<file path="src/rtl/pwm_multi_channel.sv">
// Multi-channel PWM generator with one shared period counter.
// Period and duty updates are double-buffered and take effect only at a
// period boundary, so a pulse is never truncated or glitched mid-period.
module pwm_multi_channel #(
  parameter int unsigned         WIDTH        = 16,
  parameter int unsigned         CHANNELS     = 4,
  parameter int unsigned         RESET_PERIOD = 19,
  parameter logic [CHANNELS-1:0] POLARITY     = {CHANNELS{1'b0}}
) (
  input  logic                      clock,
  input  logic                      reset,
  input  logic                      enable,
  input  logic                      load,
  input  logic [WIDTH-1:0]          period,
  input  logic [CHANNELS*WIDTH-1:0] duty,
  output logic [CHANNELS-1:0]       pwm,
  output logic [WIDTH-1:0]          counter,
  output logic                      period_end,
  output logic                      load_pending
);

  localparam logic [WIDTH-1:0] RST_PERIOD = WIDTH'(RESET_PERIOD);

  typedef logic [CHANNELS-1:0][WIDTH-1:0] duty_vec_t;

  logic [WIDTH-1:0]    count_q, count_d;
  logic [WIDTH-1:0]    active_period_q, active_period_d;
  duty_vec_t           active_duty_q, active_duty_d;
  logic [WIDTH-1:0]    pend_period_q, pend_period_d;
  duty_vec_t           pend_duty_q, pend_duty_d;
  logic                load_pending_q, load_pending_d;
  logic                period_end_q, period_end_d;
  logic [CHANNELS-1:0] pwm_q, pwm_d;

  duty_vec_t           duty_in_c;
  logic                wrap_c;

  // Channel i of the flat duty port sits at [i*WIDTH +: WIDTH]; the packed
  // 2-D view places element i at exactly those bits.
  assign duty_in_c = duty;

  // Last count of the current period.
  assign wrap_c = (count_q == active_period_q);

  // Shared period counter and end-of-period marker.
  always_comb begin
    count_d      = count_q;
    period_end_d = 1'b0;
    if (enable) begin
      count_d      = wrap_c ? '0 : count_q + WIDTH'(1);
      period_end_d = wrap_c;
    end else begin
      count_d = '0;
    end
  end

  // Per-channel compare; since count never exceeds the period, a duty above
  // the period saturates to always-active without special handling.
  always_comb begin
    pwm_d = POLARITY;
    if (enable) begin
      for (int unsigned i = 0; i < CHANNELS; i++) begin
        pwm_d[i] = (count_q < active_duty_q[i]) ^ POLARITY[i];
      end
    end
  end

  // Double-buffered period/duty update: stage while running, commit at wrap;
  // while idle the counter is parked at 0 so a direct write is safe.
  always_comb begin
    active_period_d = active_period_q;
    active_duty_d   = active_duty_q;
    pend_period_d   = pend_period_q;
    pend_duty_d     = pend_duty_q;
    load_pending_d  = load_pending_q;
    if (!enable) begin
      if (load) begin
        active_period_d = period;
        active_duty_d   = duty_in_c;
        load_pending_d  = 1'b0;
      end
    end else if (wrap_c) begin
      if (load) begin
        active_period_d = period;
        active_duty_d   = duty_in_c;
      end else if (load_pending_q) begin
        active_period_d = pend_period_q;
        active_duty_d   = pend_duty_q;
      end
      load_pending_d = 1'b0;
    end else if (load) begin
      pend_period_d  = period;
      pend_duty_d    = duty_in_c;
      load_pending_d = 1'b1;
    end
  end

  // State registers with asynchronous reset to the idle configuration.
  always_ff @(posedge clock or posedge reset) begin
    if (reset) begin
      count_q         <= '0;
      active_period_q <= RST_PERIOD;
      active_duty_q   <= '0;
      pend_period_q   <= '0;
      pend_duty_q     <= '0;
      load_pending_q  <= 1'b0;
      period_end_q    <= 1'b0;
      pwm_q           <= POLARITY;
    end else begin
      count_q         <= count_d;
      active_period_q <= active_period_d;
      active_duty_q   <= active_duty_d;
      pend_period_q   <= pend_period_d;
      pend_duty_q     <= pend_duty_d;
      load_pending_q  <= load_pending_d;
      period_end_q    <= period_end_d;
      pwm_q           <= pwm_d;
    end
  end

  assign pwm          = pwm_q;
  assign counter      = count_q;
  assign period_end   = period_end_q;
  assign load_pending = load_pending_q;

endmodule

</file>
<file path="config.mk">
export PLATFORM = sky130hd
export DESIGN_NAME = pwm_multi_channel
export DESIGN_NICKNAME = d
export VERILOG_FILES = /design/src/rtl/pwm_multi_channel.sv
export SDC_FILE = /design/constraint.sdc
export NUM_CORES = 1
export LEC_CHECK = 0
export CELL_PAD_IN_SITES_DETAIL_PLACEMENT = 0
export CELL_PAD_IN_SITES_GLOBAL_PLACEMENT = 1
export CORE_ASPECT_RATIO = 1.5
export CORE_UTILIZATION = 50
export DETAILED_ROUTE_END_ITERATION = 12
export DONT_BUFFER_PORTS = 1
export PLACE_DENSITY = 0.85
export SLEW_MARGIN = 40
export SYNTH_ARGS = -nofsm -noshare
export SYNTH_HDL_FRONTEND = slang
export SYNTH_SLANG_ARGS = --single-unit
</file>
<file path="constraint.sdc">
create_clock -name clock -period 8.7 [get_ports clock]
set_input_delay 2.61 -clock clock [delete_from_list [all_inputs] [get_ports clock]]
set_output_delay 2.61 -clock clock [all_outputs]
set_load 0.03 [all_outputs]
</file>
# Word-level counts from Yosys, hierarchy flattened
# Index checks and enable logic that the tools add are counted.
dict set report op_classes {
  n_addsub 1
  magnitude_cmp 4
  n_eq_ne 3
  muxes 18
  n_bitwise 1
  n_reduce_logical 5
}
# cell count
set ops {}
lappend ops {{64-bit two-way mux} 5}
lappend ops {{16-bit two-way mux} 7}
lappend ops {{16-bit less-than comparator} 4}
lappend ops {{16-bit by 1-bit adder with 16-bit output, second input constant} 1}
lappend ops {{16-bit == test} 1}
lappend ops {{3-bit AND reduction} 2}
lappend ops {{1-bit two-way mux} 5}
lappend ops {{4-bit two-way mux} 1}
lappend ops {{2-bit nonzero test} 2}
lappend ops {{3-bit inequality test, second input constant} 1}
lappend ops {{2-bit by 1-bit inequality test with 1-bit output, second input constant} 1}
lappend ops {{2-bit AND reduction} 1}
lappend ops {{1-bit NOT} 1}
dict set report totals {
  regBits 182
  in_bits 84
}

# Logic depth before layout (Yosys ltp)
dict set report depth {
  ltp_word 4
  depth_mapped 8
  ltp_nobuf 7
}

# Worst setup path after synthesis
# Ideal clock, no wire load.
dict set report synth_path {
  kind {input to register}
  from {input enable}
  to {register pend_duty_q[0] (netlist name)}
  setup_time_ns 0.127
  t_arrival_ns 3.798
  required_time_ns 8.573
  path_slack_ns 4.774
  cell_stages 6
  n_path_buf 3
  path_cell_list {clkbuf_1 o41ai_2 or2_1 buf_4 buf_6 mux2_1}
}
dict set report synth_between {
  elab_chain_len 1
}
# element line_no
set synth_rtl {}
lappend synth_rtl {{from (decl)} 12} ;# input logic enable,
lappend synth_rtl {{3-bit AND reduction (no line)} -}
lappend synth_rtl {{to (signal assigned)} 114} ;# pend_duty_q <= pend_duty_d;
lappend synth_rtl {{to (decl)} 30} ;# duty_vec_t pend_duty_q, pend_duty_d;
# No other way between the ends.
# A chain may end at the register's enable or synchronous reset.

# Worst setup path after layout
dict set report layout_path {
  from {input load}
  to {register active_duty_q[62] (netlist name)}
}
dict set report layout_between {
  elab_chain_len 3
}
# element line_no
set layout_rtl {}
lappend layout_rtl {{from (decl)} 13} ;# input logic load,
lappend layout_rtl {{64-bit two-way mux} 83} ;# if (load) begin
lappend layout_rtl {{64-bit two-way mux} 82} ;# end else if (wrap_c) begin
lappend layout_rtl {{64-bit two-way mux} 76} ;# if (!enable) begin
lappend layout_rtl {{to (signal assigned)} 112} ;# active_duty_q <= active_duty_d;
lappend layout_rtl {{to (decl)} 28} ;# duty_vec_t active_duty_q, active_duty_d;
# Several ways; a longest one is shown, not always the timed one. The select of a mux whose other input is x is not followed.

==> flow_summary.ini <==
[status]
status = finished clean

[pwr]
combPwrFrac = 0.145
ir_worst_vdd_v = 0.000109
switchingPower_w = 0.000569
p_seq_frac = 0.501
internal_power_w = 0.00151
pwr_density_cell_mw_per_mm2 = 204
swShare = 0.274
pwr-share-clk = 0.354
power.leakage_nw = 5.02

[setup_path]
arrival_ps = 4310
r2r_slack_ps = 5300
end_kind = register
cp-start-kind = input pin
rr_worst_depth = 6
crit_required_ps = 8980
r2r_end = active_duty_q[22]
r2r-start = counter[10]
path_class = in -> reg
crit_fanout = 41

[clocking]
ctsResizeCount = 0
post_cts.repair.setup_buffers = 0
clock-root-buffer = clkbuf_16
cts_buffers = 17
clk_latency_ps = 440
clock_sinks = 182
clk_path_buf_depth = 2
htree_levels = 4
cts_tree = built
clkTransAtPathRegs_ps = 60
cts_hold_buf = 0

[routing]
drc = 0
route.met2.wl_mm = 10.3
vias_per_cell = 5.59
vias = 6152
antenna_left = 0
met1_length_mm = 8.68
top_layer = met4
wl_mm = 20.9
first_pass_iters = 4
met3_length_mm = 1.36
drtIter0Drc = 397
wl_per_cell_microns = 19.0

[min_path]
min_from = pend_period_q[9]
hold_depth = 1
min_path_type = reg -> reg
worstHoldEndpoint = pend_period_q[9]

[timing]
fin_crit_ps = 4030
finClkSkew_ps = 16.2
hold_violations = 0
setup-tns-final_ps = 0
slew_viol_final = 0
setup_viol = 0
fin_crit_sh = 0.463
fmax_mhz = 248
tightest_slew_ps = 836
rsz0062_at_grt = no
relSlewSlack = 0.443

[job]
max_cap_viol_count = 0

[floorplanning]
io_pins = 106
die_area_sq_mm = 0.0193
initial_utilization = 0.508
rows = 61
core_area_sq_mm = 0.0185
die_w_microns = 114
fp.dieH_microns = 170

[layout]
area_delta_synth_final_pct = 8.50
final_common_cell = dfrtp_1
final_nets = 979
layout-drive-gt1-share = 0.0638
utilization = 0.551
regArea_sq_mm = 0.00456
nFillCells = 1616
multi_input_area_sq_mm = 0.00434
mostFrequentLayoutCells = 179 x dfrtp_1, 174 x a21oi_1, 81 x mux2i_1

[global_route]
grt_pass1_vias = 6313
overflow = 0
grt_first_pass_wirelength_mm = 33.5
antenna_found_initial = 0
grtUsageTotal = 0.228
grt_max_degree = 114

[synth]
synth_top_cell_area_share = 0.478
synth.yosys.seq_area_share = 0.486
synth_area_leaders = dfrtp_1 48%, mux2_1 9.6%, a21oi_1 9.3%
synth_cell_type_count = 38
synth-seq-cells = 182
postSynthCellCount = 849
yosysWarnings = 0
synth_largest_area_cell = dfrtp_1
synth_area_sq_mm = 0.00938
synth.avg_cell_area_sq_um = 11.0
synthesis.nets = 994

[place]
dpl.hpwl_mm = 14.0
port_buffers = 0
gp_congestion = 0.753
[stage by stage]
step	cells	power (W)	cell area, sq um	hold WS (ps)	worst slack [ps]
final	1101	0.00208	10200	491	4670
after global routing	1099	0.00219	10200	503	4530
after CTS	1099	0.00210	10200	495	4650
after detailed placement	1067	0.00136	9600	480	4200
after global placement	1065	0.00135	9550	473	4250
after floorplan	849	0.00128	9380	464	1150
[layer usage]
metal	track usage	up-vias
met3	0.0614	31
met1	0.282	3002
met4	0.0937	0
met2	0.378	149
met5	0	-
li1	-	2970
[area by class of cell]
| class | count | share of cell area |
|---|---|---|
| antenna | 2 | 0.000492 |
| multi-input combinational | 553 | 0.426 |
| tap | 252 | 0.0310 |
| timing repair buffer | 13 | 0.0132 |
| inverter | 67 | 0.0259 |
| clock buffer | 23 | 0.0489 |
| clock inverter | 9 | 0.00652 |
| sequential | 182 | 0.448 |
[kinds of logic (layout without fill, tap and decap cells)]
| logic type | count (synthesis) | in the layout | synth area share |
|---|---|---|---|
| other | 0 | 2 | 0 |
| xor gates and xnor gates | 30 | 30 | 0.0280 |
| muxes | 161 | 161 | 0.182 |
| DFF | 182 | 182 | 0.486 |
| and+or+nand+nor | 85 | 85 | 0.0435 |
| adders and majority gates | 61 | 61 | 0.0814 |
| AOI/OAI and AO/OA | 216 | 216 | 0.124 |
| buffers and inverters | 114 | 112 | 0.0544 |
[synth_stat cells]
library cell and count:
a2111oi_0 2, a211o_1 2, a211oi_1 6, a21o_1 7, a21oi_1 174, a31oi_1 2
a41oi_1 2, and2_1 1, and3_1 1, buf_2 15, buf_4 1, buf_6 8
clkbuf_1 23, dfrtp_1 179, dfstp_2 3, ha_1 61, inv_1 67, mux2_1 80
mux2i_1 81, nand2_1 18, nand2b_1 4, nand3_1 6, nand3b_1 2, nand4_1 13
nor2_1 30, nor2b_1 3, nor3_1 1, nor4_1 3, nor4b_1 1, o2111ai_1 2
o21a_1 2, o21ai_0 15, o31ai_1 1, o41ai_2 1, or2_1 1, or2_2 1
xnor2_1 23, xor2_1 7
[power by group through the flow]
stage          registers, W  logic, W  clock network (W)
6_report            0.00104  0.000302           0.000736
5_1_grt             0.00105  0.000345           0.000787
4_1_cts             0.00104  0.000307           0.000751
3_5_place_dp        0.00106  0.000306                  0
3_3_place_gp        0.00105  0.000293                  0
2_1_floorplan       0.00104  0.000248                  0
[worst max-delay path by stage]
stage	from	to	slack (ps)
3_3_place_gp	load	active_duty_q[56]	4250
5_1_grt	load	active_duty_q[32]	4530
6_report	load	active_duty_q[62]	4670
2_1_floorplan	reset	active_duty_q[0]	1150
3_5_place_dp	load	active_duty_q[38]	4200
4_1_cts	load	active_duty_q[39]	4650
[registers in the layout, indices dropped and copies added, names as in the netlist]
signal and flops:
active_duty_q 64, pend_duty_q 64, period_end 1, counter 16, load_pending 1, pwm 4
active_period_q 16, pend_period_q 16
[worst max-delay path, cell delays in order]
cell,delay (ps)
inv_1,70
nand2_4,550
buf_4,680
mux2i_1,280
a21oi_1,90
Power figures use the tool's default switching activity.
